[config.mk]
export PLATFORM = sky130hd
export DESIGN_NAME = keypad_entry_unit
export DESIGN_NICKNAME = d
export VERILOG_FILES = /design/src/rtl/keypad_pkg.sv /design/src/rtl/keypad_scanner.sv /design/src/rtl/keypad_entry_unit.sv
export SDC_FILE = /design/constraint.sdc
export NUM_CORES = 1
export LEC_CHECK = 0
export BUFFER_PORTS_ARGS = -buffer_cell sky130_fd_sc_hd__buf_4
export CORE_MARGIN = 4
export CORE_UTILIZATION = 60
export CTS_CLUSTER_DIAMETER = 200
export DETAILED_ROUTE_END_ITERATION = 8
export GPL_ROUTABILITY_DRIVEN = 0
export PLACE_DENSITY = 0.78
export RECOVER_POWER = 25
export SYNTH_ARGS = -nofsm -noshare
export SYNTH_HDL_FRONTEND = slang
export SYNTH_SLANG_ARGS = --single-unit
export TNS_END_PERCENT = 20
[constraint.sdc]
create_clock -name clk -period 5.2 [get_ports clk]
set_clock_uncertainty 0.15 [all_clocks]
set_input_delay 1.04 -clock clk [delete_from_list [all_inputs] [get_ports clk]]
set_output_delay 1.04 -clock clk [all_outputs]
set_load 0.03 [all_outputs]
[src/rtl/keypad_pkg.sv]
// Shared types for the keypad entry path: scanner FSM states, key functions
// and the key_code -> function/digit map.
package keypad_pkg;

  typedef enum logic [2:0] {IDLE, SCAN, DEBOUNCE, HOLD, RELEASE} kstate_e;

  typedef enum logic [1:0] {KF_DIGIT, KF_BACKSPACE, KF_ENTER, KF_NONE} kfunc_e;

  typedef struct packed {
    kfunc_e     func;
    logic [3:0] digit;
  } kmap_t;

  // 4x4 uses the classic telephone-style layout; other geometries treat
  // codes 0..15 as hex digits, 16 as backspace, 17 as enter.
  function automatic kmap_t key_map(input int unsigned code,
                                    input int unsigned rows,
                                    input int unsigned cols);
    kmap_t m;
    m.func  = KF_NONE;
    m.digit = 4'd0;
    if (rows == 4 && cols == 4) begin
      case (code)
        0, 1, 2:  begin m.func = KF_DIGIT; m.digit = 4'(code + 1); end
        3:        begin m.func = KF_DIGIT; m.digit = 4'hA; end
        4, 5, 6:  begin m.func = KF_DIGIT; m.digit = 4'(code); end
        7:        begin m.func = KF_DIGIT; m.digit = 4'hB; end
        8, 9, 10: begin m.func = KF_DIGIT; m.digit = 4'(code - 1); end
        11:       begin m.func = KF_DIGIT; m.digit = 4'hC; end
        12:       m.func = KF_BACKSPACE;
        13:       begin m.func = KF_DIGIT; m.digit = 4'h0; end
        14:       m.func = KF_ENTER;
        15:       begin m.func = KF_DIGIT; m.digit = 4'hD; end
        default:  m.func = KF_NONE;
      endcase
    end else begin
      if (code < 16)       begin m.func = KF_DIGIT; m.digit = 4'(code); end
      else if (code == 16) m.func = KF_BACKSPACE;
      else if (code == 17) m.func = KF_ENTER;
    end
    return m;
  endfunction

endpackage

[src/rtl/keypad_scanner.sv]
// Column scanner with press debounce, hold and release debounce.
// Emits a combinational accept strobe plus registered key_valid/key_code.
module keypad_scanner
  import keypad_pkg::*;
#(
  parameter int ROWS            = 4,
  parameter int COLS            = 4,
  parameter int SCAN_DIV        = 50000,
  parameter int DEBOUNCE_CYCLES = 200000,
  localparam int KW             = $clog2(ROWS * COLS)
) (
  input  logic            clk,
  input  logic            rst,
  input  logic            enable_i,
  input  logic [ROWS-1:0] row_i,
  output logic [COLS-1:0] col_o,
  output kstate_e         state_o,
  output logic            accept_o,
  output logic [KW-1:0]   accept_code_o,
  output logic            key_valid_o,
  output logic [KW-1:0]   key_code_o
);

  localparam int CIW  = (COLS > 1) ? $clog2(COLS) : 1;
  localparam int RIW  = (ROWS > 1) ? $clog2(ROWS) : 1;
  localparam int CMAX = (SCAN_DIV > DEBOUNCE_CYCLES) ? SCAN_DIV : DEBOUNCE_CYCLES;
  localparam int CNTW = $clog2(CMAX + 1);
  localparam logic [CNTW-1:0] SCAN_LAST = CNTW'(SCAN_DIV - 1);
  localparam logic [CNTW-1:0] DEB_LAST  = CNTW'(DEBOUNCE_CYCLES - 1);

  kstate_e         state_q, state_d;
  logic [CIW-1:0]  col_q, col_d;
  logic [CNTW-1:0] cnt_q, cnt_d;
  logic [ROWS-1:0] pat_q, pat_d;
  logic [RIW-1:0]  ridx_q, ridx_d;
  logic            key_valid_q;
  logic [KW-1:0]   key_code_q;
  logic [RIW-1:0]  low_idx;
  logic            any_low;

  always_comb begin
    low_idx = '0;
    any_low = 1'b0;
    for (int r = ROWS - 1; r >= 0; r--) begin
      if (!row_i[r]) begin
        low_idx = RIW'(r);
        any_low = 1'b1;
      end
    end
  end

  always_ff @(posedge clk) begin
    if (rst) begin
      state_q     <= IDLE;
      col_q       <= '0;
      cnt_q       <= '0;
      pat_q       <= '1;
      ridx_q      <= '0;
      key_valid_q <= 1'b0;
      key_code_q  <= '0;
    end else begin
      state_q     <= state_d;
      col_q       <= col_d;
      cnt_q       <= cnt_d;
      pat_q       <= pat_d;
      ridx_q      <= ridx_d;
      key_valid_q <= accept_o;
      if (accept_o) key_code_q <= accept_code_o;
    end
  end

  always_comb begin
    state_d = state_q;
    col_d   = col_q;
    cnt_d   = cnt_q;
    pat_d   = pat_q;
    ridx_d  = ridx_q;
    case (state_q)
      IDLE: if (enable_i) begin
        state_d = SCAN;
        col_d   = '0;
        cnt_d   = '0;
      end
      SCAN: begin
        if (!enable_i) state_d = IDLE;
        else if (cnt_q == SCAN_LAST) begin
          cnt_d = '0;
          if (any_low) begin
            state_d = DEBOUNCE;
            pat_d   = row_i;
            ridx_d  = low_idx;
          end else begin
            col_d = (col_q == CIW'(COLS - 1)) ? '0 : col_q + CIW'(1);
          end
        end else cnt_d = cnt_q + CNTW'(1);
      end
      DEBOUNCE: begin
        if (!enable_i) state_d = IDLE;
        else if (row_i != pat_q) begin
          state_d = SCAN;
          cnt_d   = '0;
        end else if (accept_o) begin
          state_d = HOLD;
          cnt_d   = '0;
        end else cnt_d = cnt_q + CNTW'(1);
      end
      HOLD: if (&row_i) begin
        state_d = RELEASE;
        cnt_d   = '0;
      end
      RELEASE: begin
        if (!(&row_i)) cnt_d = '0;
        else if (cnt_q == DEB_LAST) begin
          state_d = enable_i ? SCAN : IDLE;
          cnt_d   = '0;
        end else cnt_d = cnt_q + CNTW'(1);
      end
      default: state_d = IDLE;
    endcase
  end

  always_comb begin
    col_o         = (state_q == IDLE) ? '1 : ~(COLS'(1) << col_q);
    accept_o      = (state_q == DEBOUNCE) && enable_i && (row_i == pat_q) &&
                    (cnt_q == DEB_LAST);
    accept_code_o = KW'(int'(ridx_q) * COLS + int'(col_q));
    state_o       = state_q;
    key_valid_o   = key_valid_q;
    key_code_o    = key_code_q;
  end

endmodule

[src/rtl/keypad_entry_unit.sv]
// Keypad entry top: scanner plus hex/decimal accumulator with backspace and
// enter, handing the entered value to the consumer on input_complete.
module keypad_entry_unit
  import keypad_pkg::*;
#(
  parameter int ROWS            = 4,
  parameter int COLS            = 4,
  parameter int SCAN_DIV        = 50000,
  parameter int DEBOUNCE_CYCLES = 200000,
  parameter int DATA_WIDTH      = 32
) (
  input  logic                          clk,
  input  logic                          rst,
  input  logic                          input_enable,
  input  logic                          radix_dec,
  input  logic [ROWS-1:0]               row_in,
  output logic [COLS-1:0]               col_out,
  output logic [DATA_WIDTH-1:0]         display_value,
  output logic [DATA_WIDTH-1:0]         input_data,
  output logic                          input_complete,
  output logic                          key_valid,
  output logic [$clog2(ROWS*COLS)-1:0]  key_code
);

  localparam int KW = $clog2(ROWS * COLS);
  localparam int DW = DATA_WIDTH;

  kstate_e       state;
  logic          accept;
  logic [KW-1:0] accept_code;
  kmap_t         km;
  logic [DW-1:0] acc_q, acc_d, data_q, data_d;
  logic          done_q, done_d;

  keypad_scanner #(
    .ROWS            (ROWS),
    .COLS            (COLS),
    .SCAN_DIV        (SCAN_DIV),
    .DEBOUNCE_CYCLES (DEBOUNCE_CYCLES)
  ) u_scan (
    .clk           (clk),
    .rst           (rst),
    .enable_i      (input_enable),
    .row_i         (row_in),
    .col_o         (col_out),
    .state_o       (state),
    .accept_o      (accept),
    .accept_code_o (accept_code),
    .key_valid_o   (key_valid),
    .key_code_o    (key_code)
  );

  assign km = key_map(int'(accept_code), ROWS, COLS);

  // Dropping input_enable aborts the entry, unless a key is still being released.
  always_comb begin
    acc_d  = acc_q;
    data_d = data_q;
    done_d = 1'b0;
    if (!input_enable && state != HOLD && state != RELEASE) acc_d = '0;
    else if (accept) begin
      case (km.func)
        KF_DIGIT: begin
          if (!radix_dec)          acc_d = {acc_q[DW-5:0], km.digit};
          else if (km.digit < 4'd10) acc_d = acc_q * DW'(10) + DW'(km.digit);
        end
        KF_BACKSPACE: acc_d = radix_dec ? '0 : (acc_q >> 4);
        KF_ENTER: begin
          data_d = acc_q;
          done_d = 1'b1;
          acc_d  = '0;
        end
        default: ;
      endcase
    end
  end

  always_ff @(posedge clk) begin
    if (rst) begin
      acc_q  <= '0;
      data_q <= '0;
      done_q <= 1'b0;
    end else begin
      acc_q  <= acc_d;
      data_q <= data_d;
      done_q <= done_d;
    end
  end

  assign display_value  = acc_q;
  assign input_data     = data_q;
  assign input_complete = done_q;

endmodule

# Word-level counts from Yosys, hierarchy flattened
# Cells that the tools add are included.
# op_classes
addsub	6
multipliers	1
order_cmp	1
n_eq_ne	40
shifts	1
mux	44
n_bitwise	3
n_reduce_logical	25
# op_table
op	n
$mux W18	9
$pmux W32 S3	1
$pmux W18 S5	1
$mux W32	2
$add A32 B4 Y32	1
$eq A4 B4 Y1 const B	8
$mul A32 B3 Y31 const B	1
$mux W3	10
$mux W28	1
$pmux W4 S7	1
$add A18 B1 Y18 const B	1
$eq A18 B16 Y1 const B	1
$eq A18 B18 Y1 const B	1
$mux W2	9
$eq A4 B3 Y1 const B	4
$pmux W3 S5	1
$reduce_or A14 Y1	1
$reduce_or A3 Y1	4
$reduce_and A5 Y1	2
$ne A3 B2 Y1 const B	3
$eq A4 B2 Y1 const B	2
$ne A2 B1 Y1 const B	4
$ne A2 B2 Y1 const B	4
$reduce_and A4 Y1	2
33 further kinds	47
# word_totals
ff_bits	99
input_bits	8
output_inout_bits	74

# Depth between registers and ports, before layout
# Gate-level depths: netlist of run 1.
# logic_depth
word_depth	8
ltp_mapped	19

# Cells and area by module
# A second synthesis of run 1 with hierarchy kept.
# unflattened
cells_unflattened	1035
area_unflattened_um2	7986.4
# by_module_without_submodules
mod	instances	cells_each	area_each_um2	seq_area_each_um2
keypad_entry_unit	1	806	6095.8	1301.2
keypad_scanner	1	229	1890.6	680.7

# Worst setup path before layout of run 1
# OpenSTA, ideal clock, no wires.
# synth_path
kind	register -> register
startpoint	register acc_q[1] (netlist: display_value[1])
endpoint	register acc_q[31] (netlist: display_value[31])
arrival_time_ns	4.064
t_required_ns	4.920
setup_slack_ns	0.856
stages_incl_launch_ff	14
path_buffers	0
synth_period_minus_slack_ns	4.344
cell_sequence	dfxtp_1 > ha_1 > ha_1 > fa_1 > a21o_1 > a311o_1 > a211oi_1 > xor2_1 > or3_1 > or4_4 > nor3_4 > nand4_1 > xnor2_1 > o22ai_1
# synth_via
elab_chain_cells	5
# synth_rtl
item	line_no	source
start: declaration	keypad_entry_unit.sv:32	logic [DW-1:0] acc_q, acc_d, data_q, data_d;
start signal: assignment	keypad_entry_unit.sv:80	acc_q <= '0;
start signal: assignment	keypad_entry_unit.sv:84	acc_q <= acc_d;
$mul A32 B3 Y31	keypad_entry_unit.sv:65	else if (km.digit < 4'd10) acc_d = acc_q * DW'(10) + DW'(km.digit);
$add A32 B4 Y32	keypad_entry_unit.sv:65	
$mux W32	keypad_entry_unit.sv:65	
$mux W32	keypad_entry_unit.sv:64	if (!radix_dec) acc_d = {acc_q[DW-5:0], km.digit};
$pmux W32 S3	keypad_entry_unit.sv:62	case (km.func)
# No other way between the ends. The select of a mux whose other input is x is not followed.
# A chain may end at the register's enable or synchronous reset.

# Worst setup path after layout of run 1
# layout_path
startpoint	register u_scan.col_q[0]
endpoint	register acc_q[22] (netlist: display_value[22])
# layout_via
elab_chain_cells	8
# layout_rtl
item	line_no	source
start: declaration	keypad_scanner.sv:32	logic [CIW-1:0] col_q, col_d;
start signal: assignment	keypad_scanner.sv:63	col_q <= col_d;
$add A4 B2 Y4 (*)	keypad_scanner.sv:126	accept_code_o = KW'(int'(ridx_q) * COLS + int'(col_q));
parallel branches: the longest is 7 deep, another holds $add A32 B4 Y32	n/a	
# Every way passes the cells marked *. The select of a mux whose other input is x is not followed.

==> results.ini, run 1 <==
[clocking]
clk_pin_slew_ns = 0.07
cts_tree = yes
cts-root-buf = clkbuf_16
cts_made_buffers = 9
clockBufferDepth = 2
clock_latency_ns = 0.34
cts_num_sinks = 99
post-cts-setup-buffer-count = 0
cts_max_level = 3

[logic_synthesis]
synth_edf_count = 0
ys_seq_area_share_pct = 26.8
synth_flop_cell = dfxtp_1
netlist_area_um2 = 7400
synthCells = 972
synthArstFlopShare_pct = 0
ys_types = 74
ys_top_cells_by_area = dfxtp_1 (27%), ha_1 (11%), nand2_1 (7.7%), a21oi_1 (6.1%), xor2_1 (5.1%)
synth_fp_nets = 1047
syn_area_per_cell_um2 = 7.62
yosys.area.top_type = dfxtp_1
yosys_warnings = 0
ys_ff_latch = 99
post-synth-top-area-fraction_pct = 26.8

[timing]
finalHoldViolCount = 0
slew_headroom_pct = 31.1
worst_slew_pin_slew_ns = 1.03
max_freq_mhz = 218
finalSetupViolCount = 0
setup_tns_ns = 0
rsz0062_at_grt = false
maxSlewViolCount = 0
fin_crit_sh_pct = 88.3
period_needed_ns = 4.59

[route]
via_count = 7233
first_pass_iters = 5
drtAntennaViolNets = 0
via_per_inst = 6.10
drt_iter0_drc = 654
wl_mm = 19.8
wl_per_cell_um = 16.7
drc = 0

[cells_and_area]
fin_nets = 1089
drive_gt1_share_pct = 9.04
regArea_um2 = 1980
final_area_um2 = 8240
multi_input_area_um2 = 5100
fillers = 1093
synthToLayoutAreaGrowth_pct = 11.2
antenna_cells = 0
mostFrequentLayoutCell = nand2_1
final_cell_mix = nand2_1 (152), dfxtp_1 (99), a21oi_1 (90)

[floorplan]
dieWidth_um = 119
ios = 82
start_util_pct = 61.4
die_height_um = 119
dieArea_um2 = 14200
std_cell_rows = 40
core_um2 = 12100

[global_routing]
gr-total-overflow = 0
grt_pass1_vias = 6631
grtUsageTotal_pct = 27.7
antenna_found_initial = 0
grt_pass1_wl_mm = 32.8
grt_max_degree = 52

[setup_path]
r2r_start = u_scan.col_q[0]
r2r-end = display_value[22]
path_max_fanout = 8
cp-start-kind = flip-flop
cp-end-kind = flip-flop
crit_required_ns = 5.29
ff2ff_path_depth = 17
reg2reg_slack_ns = 0.61
crit_type = reg2reg
arrival_ns = 4.68

[placed_design]
port_buffers = 81
dpl.hpwl_mm = 14.1
post_dp_cell_area_um2 = 8050

[hold_path]
hold_path_class = reg2reg
min_path_cells = 2
min-delay-start = input_data[15]
min_to = input_data[15]

[job]
max_cap_violations = 0

[run_status]
status = finished clean

[power_and_ir_drop]
irDropWorstVdd_v = 0.000186
leakage_nw = 3.29
p_per_area_nw_per_um2 = 202

[worst max path at each step]
stage,startpoint,to,slack (ns),cells past startpoint
3_3_place_gp,u_scan.col_q[0],display_value[22],0.66,17
2_1_floorplan,display_value[1],display_value[31],0.86,13
4_1_cts,u_scan.col_q[0],display_value[22],0.48,17
3_5_place_dp,u_scan.col_q[0],display_value[22],0.55,17
5_1_grt,u_scan.col_q[0],display_value[22],0.15,17
6_report,u_scan.col_q[0],display_value[22],0.61,17
[worst max-delay path: stages (launching register included)]
cell and delay [ns]:
dfxtp_1 0.46, inv_1 0.16, ha_1 0.31, nor3_1 0.41, nor2_1 0.15, a21oi_1 0.17
o22ai_1 0.13, ha_1 0.31, a21o_1 0.11, a21oi_1 0.11, nor3b_1 0.34, nand4_1 0.21
nor4b_2 0.40, nand2_1 0.14, nor3_1 0.42, xnor2_1 0.18, a21oi_1 0.09, a41o_1 0.26
[cells by family (layout without fill, tap and decap cells)]
family / after synthesis / after routing / synth area share [%]
xor gates and xnor gates: 70 / 70 / 8.28
buffers and inverters: 79 / 125 / 4.39
adders and majority gates: 67 / 67 / 11.5
muxes: 14 / 14 / 1.96
and+or+nand+nor: 403 / 403 / 25.8
DFF: 99 / 99 / 26.8
AOI/OAI and AO/OA: 240 / 240 / 21.3
[through the flow]
stage	total power, mW	hold WS [ns]	std cells	util (%)	setup WS (ns)
4_1_cts	1.67	0.304	1186	69.5	0.485
2_1_floorplan	0.881	0.306	972	-	0.856
5_1_grt	1.72	0.325	1186	68.3	0.154
3_3_place_gp	0.914	0.289	1171	66.7	0.661
6_report	1.66	0.301	1186	68.3	0.607
3_5_place_dp	0.915	0.294	1171	66.7	0.549
[report_power, final]
group | internal [mW] | total (mW) | switching, mW
registers | 0.763 | 0.772 | 0.00894
logic | 0.0441 | 0.130 | 0.0856
clock network | 0.469 | 0.762 | 0.293
[routing by layer]
metal	vias up	global-route usage (%)	routed length [µm]
met4	0	8.04	408
met5	-	0	0
met1	3336	39.2	9030
met2	299	43.6	8860
li1	3565	-	-
met3	33	4.27	1470
[synth_stat cells (3+ instances only)]
cell / number
nand2_1: 152
dfxtp_1: 99
a21oi_1: 90
nor2_1: 84
ha_1: 65
nand3_1: 51
clkbuf_1: 46
xor2_1: 43
xnor2_1: 27
o21ai_0: 24
nor3_1: 23
nand4_1: 22
a31oi_1: 20
inv_1: 18
and3_1: 13
o211ai_1: 13
a211oi_1: 12
a21o_1: 12
a22oi_1: 10
mux2i_1: 10
o22ai_1: 9
or2_2: 8
a211o_1: 7
buf_2: 7
nor2b_1: 7
nor3b_1: 7
nand2b_1: 5
nor4_1: 5
o21bai_1: 5
and2_1: 4
mux2_2: 4
nor4b_1: 4
or3_1: 4
buf_1: 3
buf_4: 3
o2111ai_1: 3
o21ai_1: 3
o21ba_2: 3
[flip-flops by register name (all words and copies together) (netlist names)]
register            count
input_complete          1
u_scan.key_code_o       4
u_scan.ridx_q           2
u_scan.pat_q            4
input_data             32
u_scan.col_q            2
u_scan.cnt_q           18
u_scan.key_valid_o      1
display_value          32
u_scan.state_o          3
[cell type report]
| cell class | instances | share of cell area, % |
|---|---|---|
| multi-input combinational | 794 | 62.0 |
| sequential | 99 | 24.1 |
| timing repair buffer | 92 | 6.47 |
| clock buffer | 9 | 2.73 |
| tap | 168 | 2.55 |
| clock inverter | 6 | 1.38 |
| inverter | 18 | 0.820 |
[timing repair]
| item | in CTS | in global routing |
|---|---|---|
| setup endpoints to repair | 0 | 2 |
| hold buffers | 0 | 0 |
| gates resized for setup | 0 | 1 |
No activity file was read; power rests on OpenSTA's default activity.
==> run 2: changes to the inputs <==
--- a/config.mk
+++ b/config.mk
@@ -9,3 +9,3 @@
 export CORE_MARGIN = 4
-export CORE_UTILIZATION = 60
+export CORE_UTILIZATION = 61
 export CTS_CLUSTER_DIAMETER = 200
@@ -13,3 +13,3 @@
 export GPL_ROUTABILITY_DRIVEN = 0
-export PLACE_DENSITY = 0.78
+export PLACE_DENSITY = 0.79
 export RECOVER_POWER = 25
@@ -17,2 +17,3 @@
 export SYNTH_HDL_FRONTEND = slang
+export SYNTH_HIERARCHICAL = 1
 export SYNTH_SLANG_ARGS = --single-unit
==> constraint.sdc (replaced) <==
create_clock -name clk -period 5.2 [get_ports clk]
set_clock_uncertainty 0.15 [all_clocks]
set_input_delay 0.26 -clock clk [delete_from_list [all_inputs] [get_ports clk]]
set_output_delay 0.26 -clock clk [all_outputs]
set_load 0.03 [all_outputs]
==> run 2 against run 1 <==
  * Die area increased by 5.7%
  * Wire length increased by 11%
  * Cell area grew 6.0%
  * Critical endpoint is now display_value[27]
  * Worst hold slack got worse by 0.16 ns
  * Sequential cell count did not move
  * First-iteration DRC count shrank 8.1%
  * Core utilization rose by 0.37 points
  * Cell count rose by 5.1%
  * Global-route usage is 1.6 points higher
==> results.ini, run 2 <==
[setup_path]
cp-end-kind = flip-flop
r2r-end = display_value[27]
cp-start-kind = flip-flop
crit_required_ns = 5.28  ; about the same
path_max_fanout = 12  ; +4
r2r_start = u_scan/col_q[0]
arrival_ns = 4.84  ; +0.16 ns
crit_type = reg2reg
reg2reg_slack_ns = 0.43  ; -0.17 ns
ff2ff_path_depth = 16  ; -1

[timing]
max_freq_mhz = 210  ; -3.6%
maxSlewViolCount = 0  ; unchanged
finalSetupViolCount = 0  ; unchanged
rsz0062_at_grt = false
worst_slew_pin_slew_ns = 1.08  ; +0.0420 ns
slew_headroom_pct = 27.9  ; -3.2 points
fin_crit_sh_pct = 91.7  ; +3.3 points
period_needed_ns = 4.77  ; +0.174 ns
setup_slack_ns = 0.433  ; -0.174 ns
setup_tns_ns = 0  ; unchanged
finalHoldViolCount = 0  ; unchanged

[floorplan]
dieWidth_um = 122  ; +2.8%
start_util_pct = 62.8  ; +1.4 points
die_height_um = 122  ; +2.8%
ios = 82  ; unchanged
std_cell_rows = 41  ; +2.5%
core_um2 = 12700  ; +5.5%
dieArea_um2 = 15000  ; +5.7%

[clocking]
cts_num_sinks = 99  ; unchanged
clockBufferDepth = 2  ; unchanged
cts_made_buffers = 9  ; unchanged
cts_max_level = 3  ; unchanged
cts.hold.buffers_added = 0  ; unchanged
clk_pin_slew_ns = 0.06  ; about the same
clock_latency_ns = 0.34  ; about the same
cts_tree = yes
cts-root-buf = clkbuf_16

[logic_synthesis]
synthArstFlopShare_pct = 0  ; unchanged
synthCells = 1035  ; +6.5%
ys_types = 91  ; +23%
synth_common_cells = nand2_1 (150), dfxtp_1 (99), a21oi_1 (98)
ys_seq_area_share_pct = 24.8  ; -1.9 points
synth_edf_count = 0  ; unchanged
ys_top_cells_by_area = dfxtp_1 (25%), ha_1 (11%), nand2_1 (7.0%), a21oi_1 (6.1%), nor2_1 (3.8%)
netlist_area_um2 = 7990  ; +7.9%
yosys_warnings = 6  ; +6
ys_ff_latch = 99  ; unchanged
post-synth-top-area-fraction_pct = 24.8  ; -1.9 points
yosys.area.top_type = dfxtp_1
post-synth-top-count-cell = nand2_1
synth_fp_nets = 1113  ; +6.3%
syn_area_per_cell_um2 = 7.72  ; +1.3%
synth_flop_cell = dfxtp_1

[global_routing]
grt_max_degree = 55  ; +5.8%
grt_pass1_vias = 7154  ; +7.9%
grt_pass1_wl_mm = 35.7  ; +8.6%
antenna_found_initial = 0  ; unchanged
gr-total-overflow = 0  ; unchanged
grtUsageTotal_pct = 29.3  ; +1.6 points

[route]
first_pass_iters = 5  ; unchanged
drtAntennaViolNets = 0  ; unchanged
drt_iter0_drc = 601  ; -8.1%
wl_mm = 21.9  ; +11%
via_count = 7849  ; +8.5%
via_per_inst = 6.29  ; +3.2%
wl_per_cell_um = 17.6  ; +5.3%
drc = 0  ; unchanged

[hold_path]
min-delay-start = row_in[3]
min_to = u_scan/pat_q[3]
hold_path_class = in2reg
min_path_cells = 4  ; +2

[cells_and_area]
synthToLayoutAreaGrowth_pct = 9.35
fin_nets = 1149  ; +5.5%
drive_gt1_share_pct = 10.0  ; +1.0 points
mostFrequentLayoutCell = nand2_1
regArea_um2 = 1980  ; unchanged
antenna_cells = 0  ; unchanged
multi_input_area_um2 = 5610  ; +9.9%
fillers = 1156  ; +5.8%
final_cell_mix = nand2_1 (150), dfxtp_1 (99), a21oi_1 (98)

[power_and_ir_drop]
seqPwrFrac_pct = 43.3  ; -3.1 points
p_comb_share_pct = 16.5  ; +8.7 points
leakage_nw = 3.41  ; +3.6%
p_per_area_nw_per_um2 = 212  ; +4.9%
irDropWorstVdd_v = 0.000212  ; +14%
p_int_mw = 1.33  ; +4.4%
clkPwrFrac_pct = 40.2  ; -5.6 points
power.switching_mw = 0.519  ; +34%
p_sw_share_pct = 28.0  ; +4.7 points

[job]
max_cap_violations = 0  ; unchanged

[placed_design]
dpl.hpwl_mm = 16.0  ; +13%
port_buffers = 81  ; unchanged
place_ws_ns = 0.406  ; -0.143 ns

[run_status]
status = finished clean

## run 2: how the worst max path moves through the flow
stage                          start                end  slack, ns  depth (start not counted)
global route         u_scan/col_q[0]  display_value[27]       0.06                         16
finish               u_scan/col_q[0]  display_value[27]       0.43                         16
floorplan           display_value[1]  display_value[27]       0.83                         12
global placement     u_scan/col_q[0]  display_value[27]       0.51                         16
CTS                  u_scan/col_q[0]  display_value[27]       0.35                         16
detailed placement   u_scan/col_q[0]  display_value[27]       0.41                         16
## run 2: final cells by class
cell class              instances  area share [%]
repair buffers                 89            5.80
flip-flops and latches         99            22.7
inverters                      24            1.03
clock buffers                  10            2.62
clock inverters                 5            1.17
well taps                     172            2.46
multi-input cells             848            64.2
## run 2: worst max-delay path, stage by stage, from the launching register on
cell and delay [ns]:
dfxtp_1 0.54, inv_1 0.14, ha_1 0.34, mux2i_1 0.10, o22a_1 0.20, o21ai_0 0.32
ha_1 0.26, fa_1 0.21, a21oi_1 0.08, nor2b_1 0.20, nand3_1 0.16, or4b_1 0.62
nor3_2 0.26, nand4_1 0.28, nor4_4 0.34, a21oi_1 0.12, a311o_1 0.32
## run 2: per-layer routing
metal  vias up  GRT usage (%)  routed length [µm]
met5         -              0                   0
met4         0           8.54                 501
met3        47           5.02                1420
met2       278           47.4                9970
met1      3663           40.2               10000
li1       3861              -                   -
## run 2: kinds of logic (layout without fill, tap and decap cells)
kind of cell / after synthesis / count (layout) / share of synthesized area [%]
XOR/XNOR: 52 / 52 / 5.70
AND/OR/NAND/NOR: 439 / 439 / 27.8
flip-flops: 99 / 99 / 24.8
buffers and inverters: 88 / 128 / 5.11
multiplexers: 15 / 15 / 1.94
adder cells (fa/ha/maj): 70 / 70 / 11.2
AO/OA/AOI/OAI: 272 / 272 / 23.5
## run 2: power by group through the flow
stage	sequential [mW]	clock, mW	combinational (mW)
floorplan	0.798	0	0.242
global placement	0.816	0	0.294
detailed placement	0.818	0	0.296
CTS	0.801	0.754	0.298
global route	0.805	0.779	0.335
finish	0.802	0.745	0.305
## run 2: timing repair
action,CTS,global route
endpoints found under the setup margin,0,2
gates resized for setup,0,1
setup buffers,0,0
## run 2: per-stage QoR
stage | cells | area [µm²] | hold slack, ns | total power [mW] | util, %
after CTS | 1247 | 8890 | 0.132 | 1.85 | 69.9
after global routing | 1247 | 8730 | 0.167 | 1.92 | 68.6
final | 1247 | 8730 | 0.142 | 1.85 | 68.6
after global placement | 1232 | 8560 | 0.294 | 1.11 | 67.3
after detailed placement | 1232 | 8560 | 0.299 | 1.11 | 67.3
after floorplan | 1035 | 7990 | 0.306 | 1.04 | -
==> run 3: changes to the inputs <==
BUFFER_PORTS_ARGS = -buffer_cell sky130_fd_sc_hd__buf_2   (was -buffer_cell sky130_fd_sc_hd__buf_4)
==> run 3 against run 2 <==
  * Wire length down 0.22%
  * Critical endpoint unchanged
  * Critical path depth unchanged
  * Highest routed layer unchanged
  * Setup slack better by 0.022 ns
  * Clock power up 2.8%
==> results.ini, run 3 (synthesized netlist as in run 2, its figures left out) <==
[global_routing]
grt_pass1_vias = 7282  ; +1.8%
grt_max_degree = 55  ; unchanged
grtUsageTotal_pct = 29.4  ; +0.059 points
gr-total-overflow = 0  ; unchanged
antenna_found_initial = 0  ; unchanged
grt_pass1_wl_mm = 36.0  ; +0.97%

[clocking]
clockBufferDepth = 2  ; unchanged
cts-root-buf = clkbuf_16
cts_made_buffers = 9  ; unchanged
cts_tree = yes
cts_resized = 0  ; unchanged
cts_max_level = 3  ; unchanged
cts.hold.buffers_added = 0  ; unchanged
post-cts-setup-buffer-count = 0  ; unchanged
clock_latency_ns = 0.35  ; about the same
cts_num_sinks = 99  ; unchanged
clk_pin_slew_ns = 0.07  ; about the same

[power_and_ir_drop]
p_per_area_nw_per_um2 = 216  ; +1.9%
leakage_nw = 3.42  ; +0.32%
total_power_mw = 1.87  ; +1.1%
irDropWorstVdd_v = 0.000226  ; +6.9%

[timing]
fin_crit_sh_pct = 91.3  ; -0.42 points
finalSetupViolCount = 0  ; unchanged
finalHoldViolCount = 0  ; unchanged
period_needed_ns = 4.75  ; -0.0220 ns
worst_slew_pin_slew_ns = 1.08  ; +0.00485 ns
max_freq_mhz = 211  ; +0.46%
slew_headroom_pct = 27.4  ; -0.46 points
rsz0062_at_grt = false
setup_tns_ns = 0  ; unchanged
setup_slack_ns = 0.455  ; +0.0220 ns
maxSlewViolCount = 0  ; unchanged

[cells_and_area]
fillers = 1136  ; -1.7%
layoutNonFillerInstCount = 1250  ; +0.24%
mostFrequentLayoutCell = nand2_1
fin_nets = 1151  ; +0.17%
utilization_pct = 68.1  ; -0.50 points
final_cell_mix = nand2_1 (150), dfxtp_1 (99), a21oi_1 (98)
antenna_cells = 0  ; unchanged
drive_gt1_share_pct = 10.4  ; +0.34 points
synthToLayoutAreaGrowth_pct = 8.55

[route]
drc = 0  ; unchanged
drtAntennaViolNets = 0  ; unchanged
drt_iter0_drc = 760  ; +26%
first_pass_iters = 8  ; +3
via_count = 7921  ; +0.92%
via_per_inst = 6.34  ; +0.68%
wl_per_cell_um = 17.5  ; -0.46%
wl_mm = 21.8  ; -0.22%

[setup_path]
crit_required_ns = 5.28  ; about the same
arrival_ns = 4.83  ; about the same
path_max_fanout = 12  ; unchanged
cp-start-kind = flip-flop
cp_slowest_stage_delay_ns = 0.62  ; about the same
crit_type = reg2reg
cpMaxStageDelayCell = or4b_1
cp-end-kind = flip-flop
cp_cell_sequence = inv_1 > ha_1 > mux2i_1 > o22a_1 > o21ai_0 > ha_1 > fa_1 > a21oi_1 > nor2b_1 > nand3_1 > or4b_1 > nor3_2 > nand4_1 > nor4_4 > a21oi_1 > a311o_1

[floorplan]
ios = 82  ; unchanged
start_util_pct = 62.8  ; unchanged
core_um2 = 12700  ; unchanged
std_cell_rows = 41  ; unchanged
die_height_um = 122  ; unchanged
dieArea_um2 = 15000  ; unchanged
dieWidth_um = 122  ; unchanged

[hold_path]
hold_path_class = in2reg

[placed_design]
dpl.hpwl_mm = 15.8  ; -0.98%
port_buffers = 81  ; unchanged
place_ws_ns = 0.359  ; -0.0471 ns
place_inst = 1234  ; +0.16%

[job]
max_cap_violations = 0  ; unchanged

[run_status]
status = finished clean

==> run 3: worst paths after layout <==
check	end	cells after the start	from	slack, ns
hold / removal	u_scan/pat_q[0]	4	row_in[0]	0.16
setup / recovery	display_value[27]	16	u_scan/col_q[0]	0.45
hold reg to reg	input_data[24]	2	input_data[24]	0.30
setup reg to reg	display_value[27]	16	u_scan/col_q[0]	0.45
==> run 3: metal layers <==
metal	global-route usage [%]	wire, µm
met5	0	0
met2	47.4	10100
met4	8.05	418
met1	41.1	9950
met3	4.19	1420
==> run 3: critical path: cells and delay by family (launching register included) <==
kind            cells  cell delay, ns
flops               1            0.54
fa+ha+maj           3            0.82
compound gates      5            1.05
simple gates        6            1.84
mux                 1            0.08
buf+inv             1            0.15
==> run 3: report_power, final <==
| part | internal (mW) | leakage, nW | total [mW] | switching (mW) |
|---|---|---|---|---|
| clock network | 0.474 | 0.168 | 0.766 | 0.292 |
| logic | 0.0930 | 2.45 | 0.305 | 0.212 |
| registers | 0.769 | 0.798 | 0.801 | 0.0325 |
| total | 1.34 | 3.42 | 1.87 | 0.536 |
==> run 3: area by class of cell <==
type                       count  area (µm²)  area share, %
inverter                      24        90.1           1.04
sequential                    99        1980           22.9
tap                          172         215           2.48
multi-input combinational    848        5610           64.7
clock buffer                  13         280           3.23
clock inverter                 3        67.6          0.779
timing repair buffer          91         427           4.92
==> run 3: stage by stage <==
step / instance area (µm²) / hold WS, ns
CTS: 8720 / 0.157
floorplan: 7990 / 0.306
finish: 8670 / 0.164
global placement: 8370 / 0.290
global route: 8670 / 0.194
detailed placement: 8370 / 0.294
